[src/rtl/router_input_port_if.sv]
// Upstream send/ready link plus the allocator/crossbar side of one router input port.
// Handshake: a packet on di transfers on the rising edge where si && ri; ri never depends on si.
// req is a one-hot offer {N,S,E,W,PE}; a grant on an edge where req != 0 consumes the offered packet.
interface router_input_port_if #(
  parameter int PACKET_WIDTH = 64
);
  logic                    si;
  logic                    ri;
  logic [0:PACKET_WIDTH-1] di;
  logic [0:4]              req;
  logic                    grant;
  logic [0:PACKET_WIDTH-1] dout;

  modport master (output si, di, grant, input ri, req, dout);
  modport slave  (input si, di, grant, output ri, req, dout);
endinterface

[src/rtl/router_input_port.sv]
// Two-VC input buffer with XY route computation; the external side writes VC[polarity]
// while the internal side offers VC[~polarity] to the switch allocator.
module router_input_port #(
  parameter int PACKET_WIDTH = 64
) (
  input  logic               clk,
  input  logic               reset,
  input  logic               polarity,
  router_input_port_if.slave bus
);

  logic [1:0]              valid_q, valid_d;
  logic [0:PACKET_WIDTH-1] data_q [2];
  logic [0:PACKET_WIDTH-1] data_d [2];

  logic                    wr_vc, rd_vc;
  logic                    ri;
  logic [0:PACKET_WIDTH-1] head;
  logic [3:0]              hop_x, hop_y;
  logic [0:4]              req;
  logic [0:PACKET_WIDTH-1] dout;

  assign wr_vc = polarity;
  assign rd_vc = ~polarity;
  assign ri    = ~valid_q[wr_vc];
  assign head  = data_q[rd_vc];
  assign hop_x = head[8:11];
  assign hop_y = head[12:15];

  // X is exhausted before Y; the consumed hop field is decremented on the way out.
  always_comb begin
    req  = '0;
    dout = head;
    if (valid_q[rd_vc]) begin
      dout[0] = ~rd_vc;
      if (hop_x != 4'd0) begin
        if (head[1]) req[3] = 1'b1;
        else         req[2] = 1'b1;
        dout[8:11] = hop_x - 4'd1;
      end else if (hop_y != 4'd0) begin
        if (head[2]) req[1] = 1'b1;
        else         req[0] = 1'b1;
        dout[12:15] = hop_y - 4'd1;
      end else begin
        req[4] = 1'b1;
      end
    end
  end

  // Write and drain always address opposite VCs, so they never collide.
  always_comb begin
    valid_d = valid_q;
    data_d  = data_q;
    if (bus.si && ri) begin
      data_d[wr_vc]  = bus.di;
      valid_d[wr_vc] = 1'b1;
    end
    if (bus.grant && valid_q[rd_vc]) begin
      valid_d[rd_vc] = 1'b0;
    end
  end

  always_ff @(posedge clk) begin
    if (reset) begin
      valid_q   <= '0;
      data_q[0] <= '0;
      data_q[1] <= '0;
    end else begin
      valid_q <= valid_d;
      data_q  <= data_d;
    end
  end

  assign bus.ri   = ri;
  assign bus.req  = req;
  assign bus.dout = dout;

endmodule

[src/flat_wrapper.sv]
// flat-port wrapper written by rule: the top's interface ports become plain ports
module router_input_port_flat 
#(
  parameter int PACKET_WIDTH = 64
)
  (clk, reset, polarity, bus_si, bus_di, bus_grant, bus_ri, bus_req, bus_dout);
  router_input_port_if #(.PACKET_WIDTH(PACKET_WIDTH)) bus_i ();
  input  logic clk;
  input  logic reset;
  input  logic polarity;
  input wire logic [$bits(bus_i.si)-1:0] bus_si;
  input wire logic [$bits(bus_i.di)-1:0] bus_di;
  input wire logic [$bits(bus_i.grant)-1:0] bus_grant;
  output wire logic [$bits(bus_i.ri)-1:0] bus_ri;
  output wire logic [$bits(bus_i.req)-1:0] bus_req;
  output wire logic [$bits(bus_i.dout)-1:0] bus_dout;
  assign bus_i.si = bus_si;
  assign bus_i.di = bus_di;
  assign bus_i.grant = bus_grant;
  assign bus_ri = bus_i.ri;
  assign bus_req = bus_i.req;
  assign bus_dout = bus_i.dout;
  router_input_port #(.PACKET_WIDTH(PACKET_WIDTH)) u_core (.clk(clk), .reset(reset), .polarity(polarity), .bus(bus_i));
endmodule
[config.mk]
export PLATFORM = sky130hd
export DESIGN_NAME = router_input_port_flat
export DESIGN_NICKNAME = d
export VERILOG_FILES = /design/src/rtl/router_input_port_if.sv /design/src/rtl/router_input_port.sv /design/src/flat_wrapper.sv
export SDC_FILE = /design/constraint.sdc
export NUM_CORES = 1
export LEC_CHECK = 0
export CORE_MARGIN = 2
export CORE_UTILIZATION = 44
export DETAILED_ROUTE_END_ITERATION = 8
export PLACE_DENSITY = 0.74
export REMOVE_ABC_BUFFERS = 1
export SYNTH_ARGS = -nofsm -noshare
export SYNTH_HDL_FRONTEND = slang
export SYNTH_SLANG_ARGS = --single-unit
[constraint.sdc]
create_clock -name clk -period 2.66 [get_ports clk]
set_clock_uncertainty 0.2 [all_clocks]
set_input_delay 0.532 -clock clk [delete_from_list [all_inputs] [get_ports clk]]
set_output_delay 0.532 -clock clk [all_outputs]
set_load 0.01 [all_outputs]
# Yosys cells after proc, flatten, opt, wreduce, memory -nomap -nowiden
# Cells that the tools add are included.
# totals
register_bits,130
in_bits,69
out_inout_bits,70
elab_cells,57
# classes
add_sub_neg,2
order_cmp,7
mux,31
n_bitwise,7
reduce_logical,7
# op_table
op,n
64-bit two-way mux,4
128-bit bitwise mux,1
64-bit demux with 1-bit select,1
1-bit two-way mux,13
4-bit two-way mux,3
2-bit two-way mux,5
8-bit two-way mux,1
4-bit nonzero test,2
"4-bit by 1-bit subtractor with 4-bit output, second input constant",2
1-bit logical AND,5
5-bit two-way mux,1
"2-bit greater-or-equal comparator, second input constant",2
"1-bit by 2-bit less-than comparator with 1-bit output, second input constant",2
1-bit NOT with 2-bit output,2
2-bit AND,1
1-bit demux with 1-bit select,2
"1-bit greater-or-equal comparator, second input constant",2
"2-bit by 1-bit less-than comparator with 1-bit output, second input constant",1
1-bit NOT,2
2-bit NOT,1
2-bit OR,1

# Logic depth before layout (Yosys ltp)
# Gate-level depths: netlist of run 1.
# depth
ltp_word,9
ltp_mapped,8
mapped_depth_nobuf,5

# Least setup slack after synthesis of run 1
# OpenSTA, ideal clock, no wires.
# synth_timing
kind,input -> output
start,input port polarity
end,output port bus_dout[49]
t_arrival_ns,2.020
t_required_ns,1.928
path_slack_ns,-0.092
cell_stages,8
path_cell_list,buf_6 > buf_2 > buf_2 > mux2i_1 > ha_1 > o21ai_0 > nand2b_1 > mux2i_1
# synth_between
elab_chain_len,9
elab_cells_between_ends,13
cone_classes,add/sub (1); mux (8); bitwise (2); reduce/logical (2)
# synth_lines
item,line,source
from (decl),flat_wrapper.sv:10,input logic polarity;
1-bit NOT,router_input_port.sv:24,assign rd_vc = ~polarity;
1-bit NOT with 2-bit output (not written as such),router_input_port.sv:26,assign head = data_q[rd_vc];
64-bit two-way mux (not written as such) (3 in a row),router_input_port.sv:26,
4-bit by 1-bit subtractor with 4-bit output or 4-bit nonzero test (tied branches),"router_input_port.sv:43, router_input_port.sv:40",
4-bit two-way mux,router_input_port.sv:40,end else if (hop_y != 4'd0) begin
4-bit two-way mux,router_input_port.sv:36,if (hop_x != 4'd0) begin
8-bit two-way mux *,router_input_port.sv:34,if (valid_q[rd_vc]) begin
to (decl),flat_wrapper.sv:16,output wire logic [$bits(bus_i.dout)-1:0] bus_dout;
# Mark *: on every way between the ends. The rest lies on a longest branch, timed or not. The select of a mux whose other input is x is not followed.

# Worst setup path in the final report of run 1
# Ends and elaborated chain as after synthesis.

==> summary.md, run 1 <==
| Metric | Value |
|---|---|
| Initial antenna violation count | `0` |
| Mapped Cells | `683` |
| Peak VDD IR | `0.0003571 V` |
| Placed insts | `965` |
| Hold Crit Class | `reg -> reg` |
| Final period util | `101.5%` |
| DRC | `0` |
| CP endpoint kind | `output port` |
| Post-DRT Antenna Nets | `0` |
| Clock sink count | `130` |
| IO buf count | `138` |
| Failing checks | `negative setup slack` |
| Initial core utilization | `45.56%` |
| Max Fanout on Critical Path | `7` |
| Die height | `116.2 um` |
| H-Tree Depth | `4` |
| Worst hold path endpoint | `u_core.data_q[127]` |
| Syn_area_per_cell | `8.112 um2` |
| Worst setup SP type | `primary input` |
| Tot GR Track Use | `23.01%` |
| Final WL | `15670 um` |
| Endpoints failing hold | `0` |
| PwrDens | `645.6 mW/mm2` |
| Worst-skew pair later-pin latency | `0.41 ns` |
| Area Overhead vs Synth | `42.64%` |
| RSZ-0062 raised after global routing | `true` |
| 1st-iter DRT viols | `373` |
| Max Fclk | `0.3703 GHz` |
| Clock slew at reported path FFs | `0.05 ns` |
| Cell Count, Final, Fillers Out | `1003` |
| Status | `finished, violations left` |
| Number of flops mapped to enable cells by yosys | `0` |
| DRT Pass-1 Iters | `7` |
| DIE AREA | `0.01350 mm2` |
| Fin crit period | `2.701 ns` |
| CP top delay family | `buffers and inverters` |
| Post-synth top area cell | `dfxtp_1` |
| Ys flop type | `dfxtp_1` |
| CTS Buf Count | `17` |
| WP buf/inv | `4` |
| #FFs+latches synth | `130` |
| Slowest-stage cell, CP | `o211ai_1` |
| Netlist cell types | `32` |
| Max incr delay on CP | `0.36 ns` |
| Mapped Area | `0.005540 mm2` |
| Top-area cell type share of the netlist area | `46.97%` |
| Part of the Yosys area used for sequential elements | `46.97%` |
| CP cell instances | `buf_12 > buf_8 > nor3b_4 > o211ai_1 > nand2b_4 > buf_6 > mux2i_1 > buf_2` |
| Async SR Flop Fraction | `0%` |
| R2R cell count | `5` |
| Critical Path AT | `1.97 ns` |
| Reg2Reg Launch Point | `u_core.valid_q[1]` |
| Ports | `139` |
| Hold_buf cts | `0` |
| Hold Path Origin | `u_core.data_q[127]` |
| Post-layout util | `64.98%` |
| Total gr overflow | `0` |
| Share of post-route cells with drive strength above 1 | `18.44%` |
| Top cells by count, synth | `nand2_1, a21oi_1, dfxtp_1` |
| Count leader, synth | `nand2_1` |
| Vias per Instance | `5.208` |
| Depth of the worst hold-timing path | `2` |
| ANT cells | `0` |
| Via count | `5224` |
| Fin. max-slew vios | `0` |
| Leakage power | `3.024 nW` |
| Worst reg2reg setup slack | `1.02 ns` |
| Core area | `0.01216 mm2` |
| Root Buffer | `clkbuf_16` |
| Final Setup Violations | `3` |
| Final setup margin | `-0.04074 ns` |
| Total power | `5.102 mW` |
| Nets | `896` |
| Largest net degree at the start of global routing | `91` |
| CTS tree | `done` |
| Worst-Margin Slew | `0.4652 ns` |
| Worst-case clock buffer depth | `2` |
| Setup_tns | `-0.07430 ns` |
| First-pass GRT wire length | `24140 um` |
| Type of the worst setup path | `in -> out` |
| Reg2Reg Capture Point | `u_core.data_q[46]` |
| Synth area leaders | `dfxtp_1, nand2_1, a21oi_1, mux2_2, buf_2` |
| WP data required | `1.93 ns` |
| Die X | `116.2 um` |
| Final GP Congestion | `0.8333` |
| Row count | `40` |
| WL per Instance | `15.63 um` |
| Dpl hpwl | `9704 um` |
| Relative slew slack | `68.99%` |
| Yosys warning total | `0` |
| Max Cap Viol | `0` |
| Vias in the first global route | `5096` |
| Pre-CTS setup slack | `-0.6049 ns` |
-- metrics by stage --
step                hold slack [ns]  cell area (um2)
finish                       0.2514             7903
global route                 0.2707             7903
CTS                          0.2525             7814
detailed placement           0.2449             7136
global placement             0.2375             7136
floorplan                    0.2268             5299
-- state kept, by name (all words and copies together) (netlist names) --
signal          cells
u_core.valid_q      2
u_core.data_q     128
-- logic make-up after synthesis --
kind of cell / after synthesis / share of synthesized area [%]
AOI/OAI and AO/OA: 142 / 13.10
xor gates and xnor gates: 2 / 0.3162
adders and majority gates: 2 / 0.4516
buffers and inverters: 52 / 4.494
DFF: 130 / 46.97
muxes: 68 / 14.11
and+or+nand+nor: 287 / 20.55
-- worst max-delay path by stage --
stage | start | endpoint | slack (ns) | depth (start not counted)
finish | polarity | bus_dout[49] | -0.04 | 8
global route | u_core.data_q[52] | bus_dout[51] | -0.15 | 6
CTS | polarity | bus_dout[49] | -0.03 | 8
detailed placement | polarity | bus_dout[51] | -0.60 | 7
global placement | polarity | bus_dout[55] | -0.47 | 7
floorplan | polarity | bus_dout[51] | 0.10 | 5
-- timing repair --
| action | in CTS | in global routing |
|---|---|---|
| pin swaps | 4 | 4 |
| buffers inserted | 7 | 2 |
| gates cloned | 0 | 0 |
| endpoints found under the setup margin | 44 | 12 |
| gates resized for setup | 59 | 16 |
-- worst register-to-register path, delay by kind of cell (launching register included) --
family | cells | cell delay (ns)
AO/OA/AOI/OAI | 1 | 0.20
buffers and inverters | 2 | 0.53
flip-flops | 1 | 0.34
AND/OR/NAND/NOR | 2 | 0.28
-- report_power, final --
group | switching [mW] | internal [mW] | total, mW
Sequential | 0.0515 | 2.04 | 2.09
Combinational | 0.350 | 0.374 | 0.724
Clock | 0.776 | 1.51 | 2.28
-- layout make-up --
type | count | area, um2
fillers | 961 | 4259
clock buffers | 24 | 511.7
clock inverters | 5 | 75.07
well taps | 168 | 210.2
repair buffers | 173 | 1708
flip-flops and latches | 130 | 2608
inverters | 2 | 7.507
multi-input cells | 501 | 2783
-- layout by cell type, fill, tap and decap left out, types with 4 or more instances in the layout --
cell,n
mux2i_4,5
buf_12,5
dfxtp_2,4
buf_6,6
clkbuf_8,6
mux2_2,57
buf_4,23
clkbuf_16,17
mux2i_1,4
dfxtp_1,126
nand2_1,261
o21ai_0,5
buf_2,7
nor2_1,5
clkdlybuf4s50_1,123
a21oi_1,130
-- routing by layer --
metal / vias up / wire length [um] / GRT usage, %
met5: - / 0 / 0
met4: 0 / 159 / 7.778
met3: 12 / 846 / 6.487
met2: 146 / 8220 / 41.68
met1: 2523 / 6446 / 26.06
li1: 2543 / - / -
No activity file was read; power rests on OpenSTA's default activity.
==> run 2, diff against run 1 <==
MAX_ROUTING_LAYER = met4   (was default)
==> summary.md, run 2 (synthesized netlist as in run 1, its figures left out) <==
| Metric | Value |
|---|---|
| Finished Cell Area | `0.007903 mm2` |
| Worst-Margin Slew | `0.4532 ns` |
| DRT Pass-1 Iters | `7` |
| IO buf count | `138` |
| Initial antenna violation count | `0` |
| 1st-iter DRT viols | `359` |
| Cell Count, Final, Fillers Out | `1003` |
| Vias per Instance | `5.238` |
| Ports | `139` |
| Initial core utilization | `45.56%` |
| Status | `finished, violations left` |
| WP data required | `1.93 ns` |
| CP endpoint kind | `output port` |
| Clock slew at reported path FFs | `0.05 ns` |
| Met3 Usage GRT | `5.345%` |
| Final period util | `101.9%` |
| RSZ-0062 raised after global routing | `true` |
| Die X | `116.2 um` |
| Worst-skew pair later-pin latency | `0.41 ns` |
| Relative slew slack | `69.79%` |
| Fin crit period | `2.711 ns` |
| Hold Crit Class | `reg -> reg` |
| Vias in the first global route | `5091` |
| CTS tree | `done` |
| Placed Area | `0.007136 mm2` |
| DRC | `0` |
| Nets | `896` |
| Max Cap Viol | `0` |
| Via count | `5254` |
| Row count | `40` |
| Setup_tns | `-0.09248 ns` |
| Fin. max-slew vios | `0` |
| Leakage power | `3.024 nW` |
| M1 GR Usage | `26.64%` |
| First-pass GRT wire length | `24140 um` |
| Critical Path AT | `1.98 ns` |
| Area Overhead vs Synth | `42.64%` |
| Max reg flops | `128` |
| Leading cell types in the layout, fill and taps excluded | `nand2_1, a21oi_1, dfxtp_1` |
| Worst-case clock buffer depth | `2` |
| ANT cells | `0` |
| Top flop regs | `u_core.data_q: 128 flops, u_core.valid_q: 2 flops` |
| Failing checks | `negative setup slack` |
| CTS Buf Count | `17` |
| Tot GR Track Use | `23.76%` |
| Max Fclk | `0.3689 GHz` |
| Worst reg2reg setup slack | `1.00 ns` |
| Root Buffer | `clkbuf_16` |
| Post-DRT Antenna Nets | `0` |
| Post-layout util | `64.98%` |
| Largest net degree at the start of global routing | `91` |
| Worst setup SP type | `primary input` |
| Pre-CTS setup slack | `-0.6049 ns` |
| Busiest grt layer | `met2` |
| Peak VDD IR | `0.0003572 V` |
| Max Fanout on Critical Path | `7` |
| WL per Instance | `15.67 um` |
| Total gr overflow | `0` |
| Final Setup Violations | `4` |
| Most common cell after layout, fill and taps aside | `nand2_1` |
| Dpl hpwl | `9704 um` |
| H-Tree Depth | `4` |
| Endpoints failing hold | `0` |
| DIE AREA | `0.01350 mm2` |
| Total power | `5.114 mW` |
| Final setup margin | `-0.05076 ns` |
| Die height | `116.2 um` |
| Largest reg by FF count | `u_core.data_q` |
| Final WL | `15720 um` |
| Min Hold Slack | `0.2508 ns` |
| M2 GR Usage | `41.52%` |
| Type of the worst setup path | `in -> out` |
| Core area | `0.01216 mm2` |
| Share of post-route cells with drive strength above 1 | `18.44%` |
| Clock sink count | `130` |
| Final GP Congestion | `0.8461` |
| Placed insts | `965` |
| PwrDens | `647.1 mW/mm2` |
[run 2: area by class of cell]
class	count	area (um2)
clock buffers	24	511.7
clock inverters	5	75.07
fillers	961	4259
inverters	2	7.507
multi-input cells	501	2783
flip-flops and latches	130	2608
well taps	168	210.2
repair buffers	173	1708
[run 2: worst paths after layout]
| check | from | endpoint | cells past startpoint |
|---|---|---|---|
| worst max register to register | u_core.valid_q[1] | u_core.data_q[46] | 5 |
| worst min register to register | u_core.data_q[127] | u_core.data_q[127] | 2 |
| worst max-delay path | polarity | bus_dout[49] | 8 |
| worst min-delay path | u_core.data_q[127] | u_core.data_q[127] | 2 |
[run 2: metal layers]
layer / vias to the layer above / share of wire (%)
met1: 2532 / 42
met3: 22 / 5.2
met4: 0 / 1.6
li1: 2540 / -
met5: - / 0
met2: 160 / 51
[run 2: critical path: stages]
cell and delay (ns):
buf_12 0.12, buf_8 0.13, nor3b_4 0.16, o211ai_1 0.37, nand2b_4 0.24, buf_6 0.10, mux2i_1 0.16, buf_2 0.15
[run 2: what timing repair did]
item | in CTS | in global routing
resized for setup | 59 | 16
buffers inserted | 7 | 2
hold buffers | 0 | 0
pin swaps | 4 | 4
cloned | 0 | 0
setup endpoints to repair | 44 | 12
[run 2: power by group]
| group | total (mW) | switching, mW | internal [mW] |
|---|---|---|---|
| Sequential | 2.09 | 0.0518 | 2.04 |
| Clock | 2.30 | 0.789 | 1.51 |
| Combinational | 0.724 | 0.350 | 0.374 |
| Total | 5.11 | 1.19 | 3.92 |
